==> src/rtl/pipe_pkg.sv <==
// Shared types and constants for the MEM/WB elastic pipeline stage.
package pipe_pkg;

   localparam int DATA_W            = 64;
   localparam int REG_ID_W          = 5;
   localparam int WB_CTRL_W         = 2;
   localparam int STALL_CNT_W       = 16;
   localparam int WB_REG_WRITE_BIT  = 1;
   localparam int WB_MEM_TO_REG_BIT = 0;

   typedef struct packed {
      logic [DATA_W-1:0]    alu;
      logic [DATA_W-1:0]    mem_data;
      logic [REG_ID_W-1:0]  dest;
      logic [WB_CTRL_W-1:0] wb_ctrl;
   } mem_wb_entry_t;

   typedef enum logic [1:0] {
      EMPTY = 2'd0,
      ONE   = 2'd1,
      TWO   = 2'd2
   } buf_state_t;

endpackage

==> src/rtl/mem_wb_pipe_reg_if.sv <==
// MEM->WB handshake, payload, forwarding and perf signals for the MEM/WB stage.
interface mem_wb_if #(
   parameter int DATA_WIDTH      = 64,
   parameter int REG_ID_WIDTH    = 5,
   parameter int WB_CTRL_WIDTH   = 2,
   parameter int STALL_CNT_WIDTH = 16
);
   logic                       in_valid;
   logic                       in_ready;
   logic [DATA_WIDTH-1:0]      alu_in;
   logic [DATA_WIDTH-1:0]      mem_data_in;
   logic [REG_ID_WIDTH-1:0]    dest_in;
   logic [WB_CTRL_WIDTH-1:0]   wb_ctrl_in;
   logic                       out_valid;
   logic                       out_ready;
   logic [DATA_WIDTH-1:0]      alu_out;
   logic [DATA_WIDTH-1:0]      mem_data_out;
   logic [REG_ID_WIDTH-1:0]    dest_out;
   logic [WB_CTRL_WIDTH-1:0]   wb_ctrl_out;
   logic                       fwd_valid;
   logic [REG_ID_WIDTH-1:0]    fwd_dest;
   logic [DATA_WIDTH-1:0]      fwd_data;
   logic [STALL_CNT_WIDTH-1:0] stall_cnt;

   modport slave (
      input  in_valid, alu_in, mem_data_in, dest_in, wb_ctrl_in, out_ready,
      output in_ready, out_valid, alu_out, mem_data_out, dest_out, wb_ctrl_out,
             fwd_valid, fwd_dest, fwd_data, stall_cnt
   );

   modport master (
      output in_valid, alu_in, mem_data_in, dest_in, wb_ctrl_in, out_ready,
      input  in_ready, out_valid, alu_out, mem_data_out, dest_out, wb_ctrl_out,
             fwd_valid, fwd_dest, fwd_data, stall_cnt
   );

endinterface

==> src/rtl/pipe_skid_buf.sv <==
// Generic 2-entry elastic buffer; in_ready comes from state only, never from out_ready.
//   state | meaning
//   EMPTY | no entry held
//   ONE   | main entry valid, drives outputs
//   TWO   | main and skid valid, upstream stalled
module pipe_skid_buf
   import pipe_pkg::*;
#(
   parameter int WIDTH = 8
) (
   input  logic             clk,
   input  logic             reset,
   input  logic             flush,
   input  logic             in_valid,
   output logic             in_ready,
   input  logic [WIDTH-1:0] in_data,
   output logic             out_valid,
   input  logic             out_ready,
   output logic [WIDTH-1:0] out_data
);

   buf_state_t       state_q, state_d;
   logic [WIDTH-1:0] main_q, main_d;
   logic [WIDTH-1:0] skid_q, skid_d;
   logic             accept;
   logic             xfer;

   always_ff @(posedge clk or posedge reset) begin
      if (reset) begin
         state_q <= EMPTY;
         main_q  <= '0;
         skid_q  <= '0;
      end else begin
         state_q <= state_d;
         main_q  <= main_d;
         skid_q  <= skid_d;
      end
   end

   always_comb begin
      state_d = state_q;
      main_d  = main_q;
      skid_d  = skid_q;
      accept  = in_valid & in_ready;
      xfer    = out_valid & out_ready;
      // Flush only drops valid bits; payload stays as stale data.
      if (flush) begin
         state_d = EMPTY;
      end else begin
         case (state_q)
            EMPTY: begin
               if (accept) begin
                  state_d = ONE;
                  main_d  = in_data;
               end
            end
            ONE: begin
               if (accept && xfer) begin
                  main_d = in_data;
               end else if (xfer) begin
                  state_d = EMPTY;
               end else if (accept) begin
                  state_d = TWO;
                  skid_d  = in_data;
               end
            end
            TWO: begin
               if (xfer) begin
                  state_d = ONE;
                  main_d  = skid_q;
                  skid_d  = '0;
               end
            end
            default: state_d = EMPTY;
         endcase
      end
   end

   always_comb begin
      in_ready  = (state_q != TWO);
      out_valid = (state_q != EMPTY);
      out_data  = main_q;
   end

endmodule

==> src/rtl/mem_wb_pipe_reg.sv <==
// Elastic MEM/WB stage: skid buffer plus x0 write suppression, WB forwarding and stall counter.
module mem_wb_pipe_reg
   import pipe_pkg::*;
#(
   parameter int DATA_WIDTH      = DATA_W,
   parameter int REG_ID_WIDTH    = REG_ID_W,
   parameter int WB_CTRL_WIDTH   = WB_CTRL_W,
   parameter int STALL_CNT_WIDTH = STALL_CNT_W
) (
   input  logic   clk,
   input  logic   reset,
   input  logic   flush,
   mem_wb_if.slave bus
);

   localparam int PW = 2*DATA_WIDTH + REG_ID_WIDTH + WB_CTRL_WIDTH;

   logic [WB_CTRL_WIDTH-1:0]   wb_ctrl_qual;
   logic [PW-1:0]              in_payload;
   logic [PW-1:0]              out_payload;
   logic                       out_valid;
   logic [WB_CTRL_WIDTH-1:0]   wb_ctrl_o;
   logic [DATA_WIDTH-1:0]      alu_o;
   logic [DATA_WIDTH-1:0]      mem_data_o;
   logic [REG_ID_WIDTH-1:0]    dest_o;
   logic [STALL_CNT_WIDTH-1:0] stall_cnt_q, stall_cnt_d;

   // Writes to x0 are dropped at capture so WB and forwarding never see them.
   always_comb begin
      wb_ctrl_qual                   = bus.wb_ctrl_in;
      wb_ctrl_qual[WB_REG_WRITE_BIT] = bus.wb_ctrl_in[WB_REG_WRITE_BIT] & (bus.dest_in != '0);
   end

   assign in_payload = {bus.alu_in, bus.mem_data_in, bus.dest_in, wb_ctrl_qual};

   pipe_skid_buf #(
      .WIDTH(PW)
   ) u_skid_buf (
      .clk      (clk),
      .reset    (reset),
      .flush    (flush),
      .in_valid (bus.in_valid),
      .in_ready (bus.in_ready),
      .in_data  (in_payload),
      .out_valid(out_valid),
      .out_ready(bus.out_ready),
      .out_data (out_payload)
   );

   assign {alu_o, mem_data_o, dest_o, wb_ctrl_o} = out_payload;

   always_comb begin
      stall_cnt_d = stall_cnt_q;
      if (out_valid && !bus.out_ready && (stall_cnt_q != '1)) begin
         stall_cnt_d = stall_cnt_q + 1'b1;
      end
   end

   always_ff @(posedge clk or posedge reset) begin
      if (reset) begin
         stall_cnt_q <= '0;
      end else begin
         stall_cnt_q <= stall_cnt_d;
      end
   end

   assign bus.out_valid    = out_valid;
   assign bus.alu_out      = alu_o;
   assign bus.mem_data_out = mem_data_o;
   assign bus.dest_out     = dest_o;
   assign bus.wb_ctrl_out  = wb_ctrl_o;
   assign bus.fwd_valid    = out_valid & wb_ctrl_o[WB_REG_WRITE_BIT];
   assign bus.fwd_dest     = dest_o;
   assign bus.fwd_data     = wb_ctrl_o[WB_MEM_TO_REG_BIT] ? mem_data_o : alu_o;
   assign bus.stall_cnt    = stall_cnt_q;

endmodule

==> src/flat_wrapper.sv <==
// flat-port wrapper written by rule: the top's interface ports become plain ports
module mem_wb_pipe_reg_flat import pipe_pkg::*;
#(
   parameter int DATA_WIDTH      = DATA_W,
   parameter int REG_ID_WIDTH    = REG_ID_W,
   parameter int WB_CTRL_WIDTH   = WB_CTRL_W,
   parameter int STALL_CNT_WIDTH = STALL_CNT_W
)
  (clk, reset, flush, bus_in_valid, bus_alu_in, bus_mem_data_in, bus_dest_in, bus_wb_ctrl_in, bus_out_ready, bus_in_ready, bus_out_valid, bus_alu_out, bus_mem_data_out, bus_dest_out, bus_wb_ctrl_out, bus_fwd_valid, bus_fwd_dest, bus_fwd_data, bus_stall_cnt);
  mem_wb_if #(.DATA_WIDTH(DATA_WIDTH), .REG_ID_WIDTH(REG_ID_WIDTH), .WB_CTRL_WIDTH(WB_CTRL_WIDTH), .STALL_CNT_WIDTH(STALL_CNT_WIDTH)) bus_i ();
  input  logic clk;
  input  logic reset;
  input  logic flush;
  input wire logic [$bits(bus_i.in_valid)-1:0] bus_in_valid;
  input wire logic [$bits(bus_i.alu_in)-1:0] bus_alu_in;
  input wire logic [$bits(bus_i.mem_data_in)-1:0] bus_mem_data_in;
  input wire logic [$bits(bus_i.dest_in)-1:0] bus_dest_in;
  input wire logic [$bits(bus_i.wb_ctrl_in)-1:0] bus_wb_ctrl_in;
  input wire logic [$bits(bus_i.out_ready)-1:0] bus_out_ready;
  output wire logic [$bits(bus_i.in_ready)-1:0] bus_in_ready;
  output wire logic [$bits(bus_i.out_valid)-1:0] bus_out_valid;
  output wire logic [$bits(bus_i.alu_out)-1:0] bus_alu_out;
  output wire logic [$bits(bus_i.mem_data_out)-1:0] bus_mem_data_out;
  output wire logic [$bits(bus_i.dest_out)-1:0] bus_dest_out;
  output wire logic [$bits(bus_i.wb_ctrl_out)-1:0] bus_wb_ctrl_out;
  output wire logic [$bits(bus_i.fwd_valid)-1:0] bus_fwd_valid;
  output wire logic [$bits(bus_i.fwd_dest)-1:0] bus_fwd_dest;
  output wire logic [$bits(bus_i.fwd_data)-1:0] bus_fwd_data;
  output wire logic [$bits(bus_i.stall_cnt)-1:0] bus_stall_cnt;
  assign bus_i.in_valid = bus_in_valid;
  assign bus_i.alu_in = bus_alu_in;
  assign bus_i.mem_data_in = bus_mem_data_in;
  assign bus_i.dest_in = bus_dest_in;
  assign bus_i.wb_ctrl_in = bus_wb_ctrl_in;
  assign bus_i.out_ready = bus_out_ready;
  assign bus_in_ready = bus_i.in_ready;
  assign bus_out_valid = bus_i.out_valid;
  assign bus_alu_out = bus_i.alu_out;
  assign bus_mem_data_out = bus_i.mem_data_out;
  assign bus_dest_out = bus_i.dest_out;
  assign bus_wb_ctrl_out = bus_i.wb_ctrl_out;
  assign bus_fwd_valid = bus_i.fwd_valid;
  assign bus_fwd_dest = bus_i.fwd_dest;
  assign bus_fwd_data = bus_i.fwd_data;
  assign bus_stall_cnt = bus_i.stall_cnt;
  mem_wb_pipe_reg #(.DATA_WIDTH(DATA_WIDTH), .REG_ID_WIDTH(REG_ID_WIDTH), .WB_CTRL_WIDTH(WB_CTRL_WIDTH), .STALL_CNT_WIDTH(STALL_CNT_WIDTH)) u_core (.clk(clk), .reset(reset), .flush(flush), .bus(bus_i));
endmodule
==> config.mk <==
export PLATFORM = sky130hd
export DESIGN_NAME = mem_wb_pipe_reg_flat
export DESIGN_NICKNAME = d
export VERILOG_FILES = /design/src/rtl/pipe_pkg.sv /design/src/rtl/mem_wb_pipe_reg_if.sv /design/src/rtl/pipe_skid_buf.sv /design/src/rtl/mem_wb_pipe_reg.sv /design/src/flat_wrapper.sv
export SDC_FILE = /design/constraint.sdc
export NUM_CORES = 1
export LEC_CHECK = 0
export CORE_MARGIN = 4
export CORE_UTILIZATION = 38
export DETAILED_ROUTE_END_ITERATION = 8
export GPL_ROUTABILITY_DRIVEN = 1
export PLACE_DENSITY = 0.65
export SETUP_SLACK_MARGIN = 0.2
export SLEW_MARGIN = 10
export SYNTH_ARGS = -nofsm -noshare
export SYNTH_HDL_FRONTEND = slang
export SYNTH_SLANG_ARGS = --single-unit
export TNS_END_PERCENT = 5
==> constraint.sdc <==
create_clock -name clk -period 14.5 [get_ports clk]
set_clock_uncertainty 0.15 [all_clocks]
set_input_delay 2.9 -clock clk [delete_from_list [all_inputs] [get_ports clk]]
set_output_delay 2.9 -clock clk [all_outputs]
set_load 0.1 [all_outputs]
After elaboration in Yosys (flattened, before gate mapping)
Cells that the tools add are included.
- register bits after elaboration: 288
- bits of input ports: 140
- output and inout port bits: 223
- $add $sub $neg: 1
- eq/ne operators: 14
- mux-type cells: 16
- bitwise logic cells: 5
- reductions and logical operators: 12
- operators with widths (kind ; count):
    $mux W135 ; 6
    $pmux W135 S3 ; 1
    $pmux W135 S2 ; 1
    $mux W64 ; 1
    $add A16 B1 Y16 const B ; 1
    $ne A16 B16 Y1 const B ; 1
    $ne A2 B2 Y1 const B ; 7
    $mux W2 ; 6
    $ne A3 B3 Y1 const B ; 3
    $pmux W2 S3 ; 1
    $reduce_and A6 Y1 ; 1
    $reduce_and A5 Y1 ; 1
    $reduce_bool A5 Y1 ; 1
    $and A1 B1 Y1 ; 4
    $ne A4 B4 Y1 const B ; 1
    $reduce_and A4 Y1 ; 1
    $reduce_bool A2 Y1 ; 2
    $logic_and A1 B1 Y1 ; 3
    $reduce_bool A3 Y1 ; 1
    $eq A2 B1 Y1 const B ; 1
    $eq A2 B2 Y1 const B ; 1
    $logic_not A2 Y1 ; 1
    $logic_not A1 Y1 ; 1
    $not A1 Y1 ; 1

Depth between registers and ports, before layout
Gate-level depths: netlist (run 1).
- depth in word-level cells: 7
- gate-level depth with buffers: 9
- gate-level depth less buffers: 5

Cells and area by module
A second synthesis (run 1) with hierarchy kept.
- cells, all modules: 1171
- area total of the unflattened synthesis: 14271.2 sq um
- modules (own cells, without submodules) (module ; times used ; cells an instance ; area each (sq um) ; seq. area each (sq um)):
    pipe_skid_buf ; 1 ; 1022 ; 12679.7 ; 6806.5
    mem_wb_pipe_reg ; 1 ; 149 ; 1591.5 ; 400.4

Least setup slack after synthesis (run 1)
No wires, ideal clock.
- path kind: flip-flop to output port
- start point: reg u_core.u_skid_buf.main_q[0], in the netlist u_core.u_skid_buf.out_data[0]
- end point: out bus_fwd_data[54]
- arrival: 2219 ps
- required time: 11450 ps
- path slack: 9231 ps
- stages on the path, launching flop included: 4
- path through: dfrtp_1 -> clkbuf_1 -> clkbuf_1 -> mux2_2
- longest elaborated chain between the ends: 1
- RTL lines (what ; RTL line ; source):
    start: declaration ; pipe_skid_buf.sv:23 ; logic [WIDTH-1:0] main_q, main_d;
    start signal: assignment ; pipe_skid_buf.sv:35 ; main_q <= main_d;
    $mux W64 ; mem_wb_pipe_reg.sv:74 ; assign bus.fwd_data = wb_ctrl_o[WB_MEM_TO_REG_BIT] ? mem_data_o : alu_o;
    end: declaration ; flat_wrapper.sv:28 ; output wire logic [$bits(bus_i.fwd_data)-1:0] bus_fwd_data;
No other way between the ends.

Worst setup path after layout (run 1)
- start point: reg u_core.u_skid_buf.state_q[1]
- end point: out bus_in_ready
- longest elaborated chain between the ends: 1
- RTL lines (what ; RTL line ; source):
    start: declaration ; pipe_skid_buf.sv:22 ; buf_state_t state_q, state_d;
    start signal: assignment ; pipe_skid_buf.sv:34 ; state_q <= state_d;
    $ne A2 B2 Y1 ; pipe_skid_buf.sv:80 ; in_ready = (state_q != TWO);
    end: declaration ; flat_wrapper.sv:20 ; output wire logic [$bits(bus_i.in_ready)-1:0] bus_in_ready;
No other way between the ends.

==> run metrics, run 1 <==
CP Launch Type=register; Compound-Gate Fraction of Synth Area=5.604%; CP Data Required Time=11.45 ns; period utilisation layout=44.65%; Hold Crit Class=reg2reg; CTS Buffer Depth=3; Initial Utilization=38.88%; worst rel slew slack=31.86%; Cells after Synth=1,327; Worst-Margin Slew=1.019 ns; asr flop ratio synth=100.0%; most frequent cell after synthesis=nand2_1; post_cts resized=0; router iterations before antenna repair=7; Net Count, Synth=1,468; count of input and output buffers=362; global-route wire length before repair=58.81 mm; H-tree Lvls=2; global route overflow=0; clock latency on the worst-skew pair=0.50 ns; vias per cell=4.893; post-CTS setup buffer count=0; hold path startpoint=u_core.u_skid_buf.skid_q[61]; sequential share of power=30.6%; die width=196.7 um; Post-Synth XOR/XNOR Area=0.5826%; main combinational cell family by area after synthesis=multiplexers; r2r startpoint=u_core.u_skid_buf.state_q[1]; vias in the first global route=10,630; main flop type after synthesis=dfrtp_1; Post-Syn Area=13,530 um2; syn_area_per_cell=10.20 um2; critical path startpoint=u_core.u_skid_buf.state_q[1]; final hold viol count=0; overall routed net length=36.64 mm; clock share of power=23.3%; synth unique cells=48; RSZ-0062 raised after global routing=false; Cells on Worst Hold Path=2; Residual DRC=0; number of max-cap violations=0; cell at the root of the clock tree=clkbuf_16; status=finished clean; nets@finish=1,788; # diodes=0; Net Sw Frac=47.02%; Simple-Gate Fraction of Synth Area=17.45%; DR WL/cell=17.23 um; Setup CP Type=reg2out; initial antenna violation count=2; PwrDens=206.2 nW/um2; register area share after synthesis=53.27%; gr usage total=18.50%; worst-path fanout max=64; # fillers=3,129; FF+latch count, synth=288; number of synthesized flops with an enable pin=0; Routed Antenna Nets=0; largest cells by area after synthesis=dfrtp_1 53%, nand2_1 15%, mux2_2 13%; Crit. End Element=output port; cts hold-fix bufs=0; post-route setup TNS=0 ns; area growth from synthesis to layout=35.99%; chip height=196.7 um; minimum clock period=6.474 ns; Fmax=154.5 MHz; top cell type's share of synthesized area=53.27%; DRT iter0 DRCs=662; Core Util, Final=52.87%; Num CTS Buffers=34; Adder-Cell Fraction of Synth Area=0.09248%; Worst Path Arrival=3.42 ns; Site Rows=68; Detailed Place HPWL=24.28 mm; Reg clk slew, reported paths=0.05 ns; Commonest cells post-synth=546 x nand2_1, 288 x dfrtp_1, 154 x mux2_2, 120 x o21ai_0, 50 x mux2_4; Peak VDD IR=0.0001508 V; Slew Limit Fails=0; Static Leak=8.517 nW; layout cell share with drive strength beyond 1=16.82%; TritonCTS clock tree=yes; total clock sinks=288; mux cell area share after synthesis=18.44%; combinational power share=46.1%; Cell Int Power=2.010 mW; largest net degree at the start of global routing=111; Core ar.=34,800 um2; NetSw=1.784 mW; yosys warns=0; count of final setup violators=0; RePlAce Congestion=0.8126; Total Die Area=38,690 um2; Top-Level Pins=363; Synth area leader=dfrtp_1; via count=10,400; reg2reg path depth=7
-- sequential cells by signal, summed over array words and instances (netlist names) --
| signal | cells |
|---|---|
| u_core.bus.stall_cnt | 16 |
| u_core.u_skid_buf.out_data | 135 |
| u_core.u_skid_buf.skid_q | 135 |
| u_core.u_skid_buf.state_q | 2 |
-- path summary, 6_finish.rpt --
| path | endpoint | slack [ns] |
|---|---|---|
| setup / recovery | bus_in_ready | 8.03 |
| hold / removal | u_core.u_skid_buf.skid_q[61] | 0.33 |
| max in group asynchronous | u_core.u_skid_buf.skid_q[27] | 9.48 |
| setup reg to reg | u_core.u_skid_buf.out_data[1] | 11.10 |
| min in group asynchronous | u_core.u_skid_buf.skid_q[122] | 2.77 |
| hold reg to reg | u_core.u_skid_buf.skid_q[61] | 0.33 |
-- layout by cell type (no fill, tap or decap), types with 9 or more instances in the layout --
master | Yosys | routed
mux2_2 | 154 | 154
buf_4 | 10 | 10
clkdlybuf4s50_1 | 0 | 362
o21ai_0 | 120 | 120
mux2_4 | 50 | 50
clkbuf_1 | 28 | 9
nand2_1 | 546 | 546
o21ai_1 | 16 | 16
dfrtp_1 | 288 | 287
clkbuf_16 | 0 | 37
-- per-layer routing --
layer | global-route usage (%) | up-vias | share of wire, %
li1 | - | 5013 | -
met1 | 25.49 | 5025 | 45
met2 | 29.62 | 314 | 46
met3 | 4.803 | 47 | 6.8
met4 | 4.366 | 4 | 1.8
met5 | 0 | - | 0.074
-- cell families (layout without fill, tap and decap cells) --
logic type,Yosys count,count (layout)
adders and majority gates,1,1
and+or+nand+nor,589,589
DFF,288,288
buffers and inverters,90,434
AOI/OAI and AO/OA,145,145
muxes,205,205
xor gates and xnor gates,9,9
-- layout make-up --
class | count | area (um2) | share of cell area (%)
clock inverters | 6 | 105.1 | 0.5712
clock buffers | 54 | 1070 | 5.814
multi-input cells | 949 | 5728 | 31.13
flip-flops and latches | 288 | 7211 | 39.19
inverters | 2 | 17.52 | 0.09521
repair buffers | 372 | 3699 | 20.10
well taps | 455 | 569.3 | 3.094
-- through the flow --
step                power (mW)  cell area, um2  hold WS, ns  cells  setup slack (ns)
floorplan                2.507           13530       0.2985   1327             3.501
global placement         2.907           17220       0.3111   2066             8.520
detailed placement       2.932           17220       0.3199   2066             8.426
CTS                      3.831           18400       0.3322   2126             7.955
global route             3.956           18400       0.3468   2126             7.850
finish                   3.794           18400       0.3273   2126             8.026
-- power groups by stage --
stage | Clock, mW | Sequential, mW | Combinational, mW
final | 0.883 | 1.16 | 1.75
after global routing | 0.949 | 1.19 | 1.82
after detailed placement | 0 | 1.17 | 1.76
after floorplan | 0 | 1.73 | 0.774
after global placement | 0 | 1.16 | 1.74
after CTS | 0.907 | 1.16 | 1.76
-- worst max-delay path, cell delays in order, from the launching register on --
cell and delay, ns:
dfrtp_1 0.53, nor2b_4 0.20, buf_4 0.61, inv_4 0.43, clkdlybuf4s50_1 1.11
No activity file was read; power rests on OpenSTA's default activity.
==> inputs of run 2 (changes only) <==
Clock period 14.5 ns to 6.3 ns, I/O delays scaled along.
==> run 2 against run 1 <==
Die area unchanged. Power increased by 130%. Worst hold slack improved by 0.0013 ns. Utilization decreased by 0.090 points. Register-to-register slack got worse by 7.6 ns. Non-clock buffer count decreased by 2. Global-route usage decreased by 0.35 points. Sequential cell count unchanged. Highest routed layer unchanged. Sequential share of layout area increased by 0.067 points. Clock-buffer cell count decreased by 3. Critical endpoint is now bus_fwd_data[39]. Setup slack got worse by 6.2 ns.
==> run metrics, run 2 (synthesis results as in run 1) <==
PnR Total Power=8.618 mW (+130%); Num CTS Buffers=34 (unchanged); commonest cells after routing, fill and taps aside=546 x nand2_1, 362 x clkdlybuf4s50_1, 287 x dfrtp_1; Detailed Place HPWL=23.61 mm (-2.7%); cts hold-fix bufs=0 (unchanged); Peak VDD IR=0.0003677 V (+140%); final instance area=18,370 um2 (-0.17%); clock share of power=22.4% (-0.9 points); # fillers=3,108 (-0.67%); vias per cell=4.834 (-1.2%); most common cell after layout, fill and taps aside=nand2_1; via count=10,260 (-1.4%); router iterations before antenna repair=5 (-2); total clock sinks=288 (unchanged); clock latency on the worst-skew pair=0.50 ns (about the same); die width=196.7 um (unchanged); global route overflow=0 (unchanged); Core ar.=34,800 um2 (unchanged); register area=7211 um2 (unchanged); Cells on Worst Hold Path=2 (unchanged); global-route wire length before repair=57.94 mm (-1.5%); status=finished clean; RePlAce Congestion=0.8328 (+2.5%); initial antenna violation count=4 (+2); H-tree Lvls=2 (unchanged); reg2reg path depth=6 (-1); Site Rows=68 (unchanged); RSZ-0062 raised after global routing=false; overall routed net length=35.82 mm (-2.2%); Net Sw Frac=47.40% (+0.38 points); nets@finish=1,786 (-0.11%); Cell Int Power=4.533 mW (+130%); Multi-input gate area=5728 um2 (unchanged); CP Launch Type=register; NetSw=4.085 mW (+130%); area growth from synthesis to layout=35.76%; Reg clk slew, reported paths=0.06 ns (about the same); Setup CP Type=reg2out; post-CTS setup buffer count=0 (unchanged); CP Data Required Time=4.89 ns (-6.56 ns); count of input and output buffers=362 (unchanged); sequential share of power=31.0% (+0.4 points); Cell Area, Placed=17,260 um2 (+0.18%); layout cell share with drive strength beyond 1=16.69% (-0.13 points); minimum clock period=4.460 ns; Hold Crit Class=reg2reg; Total Die Area=38,690 um2 (unchanged); DR WL/cell=16.88 um (-2.1%); Fmax=224.2 MHz; combinational power share=46.6% (+0.5 points); Core Util, Final=52.78% (-0.090 points); count of final setup violators=0 (unchanged); Initial Utilization=38.88% (unchanged); CTS Buffer Depth=3 (unchanged); Slew Limit Fails=0 (unchanged); largest net degree at the start of global routing=155 (+40%); Residual DRC=0 (unchanged); final hold viol count=0 (unchanged); cell at the root of the clock tree=clkbuf_16; worst rel slew slack=23.36% (-8.5 points); post_cts resized=0 (unchanged); Routed Antenna Nets=0 (unchanged); Worst-Margin Slew=1.150 ns (+0.1307 ns); worst-path fanout max=66 (+3.1%); Top-Level Pins=363 (unchanged); Crit. End Element=output port; Static Leak=8.489 nW (-0.32%); period utilisation layout=70.80%; Worst Hold Margin=0.3286 ns (+0.001275 ns); number of max-cap violations=0 (unchanged); gr usage total=18.15% (-0.35 points); vias in the first global route=10,570 (-0.56%); DRT iter0 DRCs=511 (-23%); Worst Path Arrival=3.05 ns (-0.37 ns); chip height=196.7 um (unchanged); PwrDens=469.2 nW/um2 (+130%); post-route setup TNS=0 ns (unchanged); TritonCTS clock tree=yes
run 2: power groups by stage:
| stage | registers, mW | logic, mW | clock network [mW] |
|---|---|---|---|
| after floorplan | 3.99 | 1.78 | 0 |
| after detailed placement | 2.70 | 4.04 | 0 |
| final | 2.67 | 4.02 | 1.93 |
| after global routing | 2.73 | 4.18 | 2.07 |
| after CTS | 2.67 | 4.05 | 1.99 |
| after global placement | 2.68 | 4.01 | 0 |
run 2: through the flow:
stage	setup slack [ns]	std cells
after global placement	2.389	2064
after global routing	1.715	2122
after floorplan	1.071	1327
after CTS	1.775	2121
final	1.840	2122
after detailed placement	2.319	2064
run 2: final timing paths:
| kind | startpoint | endpoint | slack [ns] |
|---|---|---|---|
| hold / removal | u_core.u_skid_buf.skid_q[78] | u_core.u_skid_buf.skid_q[78] | 0.33 |
| hold reg to reg | u_core.u_skid_buf.skid_q[78] | u_core.u_skid_buf.skid_q[78] | 0.33 |
| setup / recovery | u_core.u_skid_buf.out_data[0] | bus_fwd_data[39] | 1.84 |
| min in group asynchronous | reset | u_core.u_skid_buf.out_data[4] | 1.17 |
| setup reg to reg | u_core.u_skid_buf.state_q[1] | u_core.u_skid_buf.out_data[73] | 3.45 |
| max in group asynchronous | reset | u_core.u_skid_buf.out_data[45] | 4.11 |
run 2: metal layers:
metal  vias up  share of wire, %  global-route usage (%)
met5         -             0.081                       0
met4         6               2.1                   4.494
met3        57               7.9                   5.368
met2       298                46                   28.98
met1      4899                44                   24.56
li1       4997                 -                       -
run 2: critical path, cell delays in order, from the launching register on:
cell and delay, ns:
dfrtp_4 1.07, mux2_2 0.32, clkdlybuf4s50_1 1.14
run 2: layout make-up:
cell class / instances / area share [%]
diodes: 1 / 0.01362
clock buffers: 51 / 5.708
clock inverters: 6 / 0.3338
inverters: 2 / 0.07493
multi-input cells: 949 / 31.19
flip-flops and latches: 288 / 39.26
well taps: 455 / 3.099
repair buffers: 370 / 20.33
==> inputs of run 3 (changes only) <==
Settings changed: PLACE_DENSITY 0.65 to 0.68.
Clock period 6.3 ns to 4 ns, I/O delays scaled along.
==> run 3 against run 2 <==
Utilization is 0.26 points lower. Cell count is 0.61% higher. Setup slack worse by 1.1 ns. Die area stayed put. Sequential share of layout area is 0.20 points higher.
==> run metrics, run 3 (synthesis results as in run 1) <==
RePlAce Congestion=0.8064 (-3.2%); Worst Path Arrival=2.31 ns (-0.74 ns); die width=196.7 um (unchanged); vias in the first global route=10,680 (+1.1%); DRT met1 WL=16.38 mm (+4.7%); overall routed net length=36.16 mm (+0.95%); Total Die Area=38,690 um2 (unchanged); Slew Limit Fails=0 (unchanged); layout cell share with drive strength beyond 1=21.25% (+4.6 points); router iterations before antenna repair=5 (unchanged); worst-path fanout max=66 (unchanged); DRT iter0 DRCs=603 (+18%); count of input and output buffers=362 (unchanged); clock share of power=21.1% (-1.3 points); Setup CP Type=reg2out; Cell Int Power=6.880 mW (+52%); global-route wire length before repair=58.51 mm (+0.98%); placed insts=2,079 (+0.73%); Num CTS Buffers=31 (-8.8%); Top-Level Pins=363 (unchanged); number of max-cap violations=0 (unchanged); nets@finish=1,798 (+0.67%); chip height=196.7 um (unchanged); sequential share of power=31.6% (+0.6 points); minimum clock period=3.257 ns; Net Sw Frac=48.25% (+0.85 points); Static Leak=8.604 nW (+1.4%); reg2reg path depth=6 (unchanged); Hold Crit Class=reg2reg; final instance area=18,280 um2 (-0.50%); Detailed Place HPWL=24.48 mm (+3.6%); Peak VDD IR=0.0007895 V (+110%); vias per cell=4.896 (+1.3%); area growth from synthesis to layout=35.09%; RSZ-0062 raised after global routing=false; Crit. End Element=output port; total clock sinks=288 (unchanged); largest net degree at the start of global routing=137 (-12%); H-tree Lvls=1 (-1); post-CTS setup buffer count=0 (unchanged); initial antenna violation count=2 (-2); Fmax=307.0 MHz; CP Data Required Time=3.05 ns (-1.84 ns); Worst-Margin Slew=1.021 ns (-0.1290 ns); TritonCTS clock tree=yes; status=finished clean; Cells on Worst Hold Path=2 (unchanged); combinational power share=47.3% (+0.7 points); Initial Utilization=38.88% (unchanged); Cell Area, Placed=17,270 um2 (+0.10%); cts hold-fix bufs=0 (unchanged); via count=10,450 (+1.9%); final hold viol count=0 (unchanged); Routed Antenna Nets=0 (unchanged); clock latency on the worst-skew pair=0.55 ns (+0.05 ns); period utilisation layout=81.42%; most common cell after layout, fill and taps aside=nand2_1; DR WL/cell=16.94 um (+0.34%); count of final setup violators=0 (unchanged); PwrDens=727.5 nW/um2 (+55%); NetSw=6.415 mW (+57%); commonest cells after routing, fill and taps aside=546 x nand2_1, 294 x clkdlybuf4s50_1, 287 x dfrtp_1; Max Used Layer=met5; worst rel slew slack=31.82% (+8.5 points); Non-Filler Instances=2,135 (+0.61%); Reg clk slew, reported paths=0.06 ns (about the same); gr usage total=18.18% (+0.027 points); Site Rows=68 (unchanged); CP Launch Type=register; global route overflow=0 (unchanged); DR WL met2=16.42 mm (-0.70%); post_cts resized=0 (unchanged); metal3 WL=2.587 mm (-8.9%); cell at the root of the clock tree=clkbuf_16; # diodes=0 (-1); Residual DRC=0 (unchanged); CTS Buffer Depth=3 (unchanged); Core ar.=34,800 um2 (unchanged)
-- run 3: power by group through the flow --
stage	logic, mW	registers [mW]	clock network [mW]
6_report	6.29	4.20	2.80
5_1_grt	6.54	4.30	2.99
4_1_cts	6.33	4.20	2.88
3_5_place_dp	6.32	4.25	0
3_3_place_gp	6.26	4.21	0
2_1_floorplan	2.81	6.28	0
-- run 3: metal layers --
layer / vias up / GRT usage (%)
met1: 5044 / 25.18
met5: - / 0
met3: 50 / 4.308
li1: 5031 / -
met4: 4 / 4.058
met2: 323 / 29.37
-- run 3: area by class of cell --
| class | instances | area, um2 |
|---|---|---|
| Fill cell | 3088 | 16520 |
| Sequential cell | 288 | 7211 |
| Multi-Input combinational cell | 949 | 5728 |
| Timing Repair Buffer | 385 | 3751 |
| Clock buffer | 51 | 950.9 |
| Tap cell | 455 | 569.3 |
| Clock inverter | 5 | 52.55 |
| Inverter | 2 | 13.76 |
-- run 3: path summary, 6_finish.rpt --
kind / end / slack, ns / from
worst max-delay path: bus_fwd_data[31] / 0.74 / u_core.u_skid_buf.out_data[0]
worst min-delay path: u_core.u_skid_buf.skid_q[61] / 0.33 / u_core.u_skid_buf.skid_q[61]
worst max register to register: u_core.u_skid_buf.out_data[1] / 1.12 / u_core.u_skid_buf.state_q[1]
worst min register to register: u_core.u_skid_buf.skid_q[61] / 0.33 / u_core.u_skid_buf.skid_q[61]
max in group asynchronous: u_core.u_skid_buf.out_data[118] / 2.25 / reset
min in group asynchronous: u_core.u_skid_buf.out_data[4] / 0.72 / reset
-- run 3: worst max-delay path: stages, from the launching register on --
cell     delay (ns)
dfrtp_4        1.06
mux2_2         0.42
buf_4          0.23
-- run 3: through the flow --
stage | util [%] | TNS [ns] | hold slack [ns] | total power [mW] | setup WS (ns)
2_1_floorplan | - | -221.53 | 0.2985 | 9.090 | -0.7692
3_3_place_gp | 49.64 | 0 | 0.3107 | 10.47 | 0.8883
3_5_place_dp | 49.64 | 0 | 0.3199 | 10.57 | 0.8616
4_1_cts | 52.52 | 0 | 0.3329 | 13.42 | 0.7172
5_1_grt | 52.52 | 0 | 0.3516 | 13.83 | 0.6648
6_report | 52.52 | 0 | 0.3289 | 13.30 | 0.7431
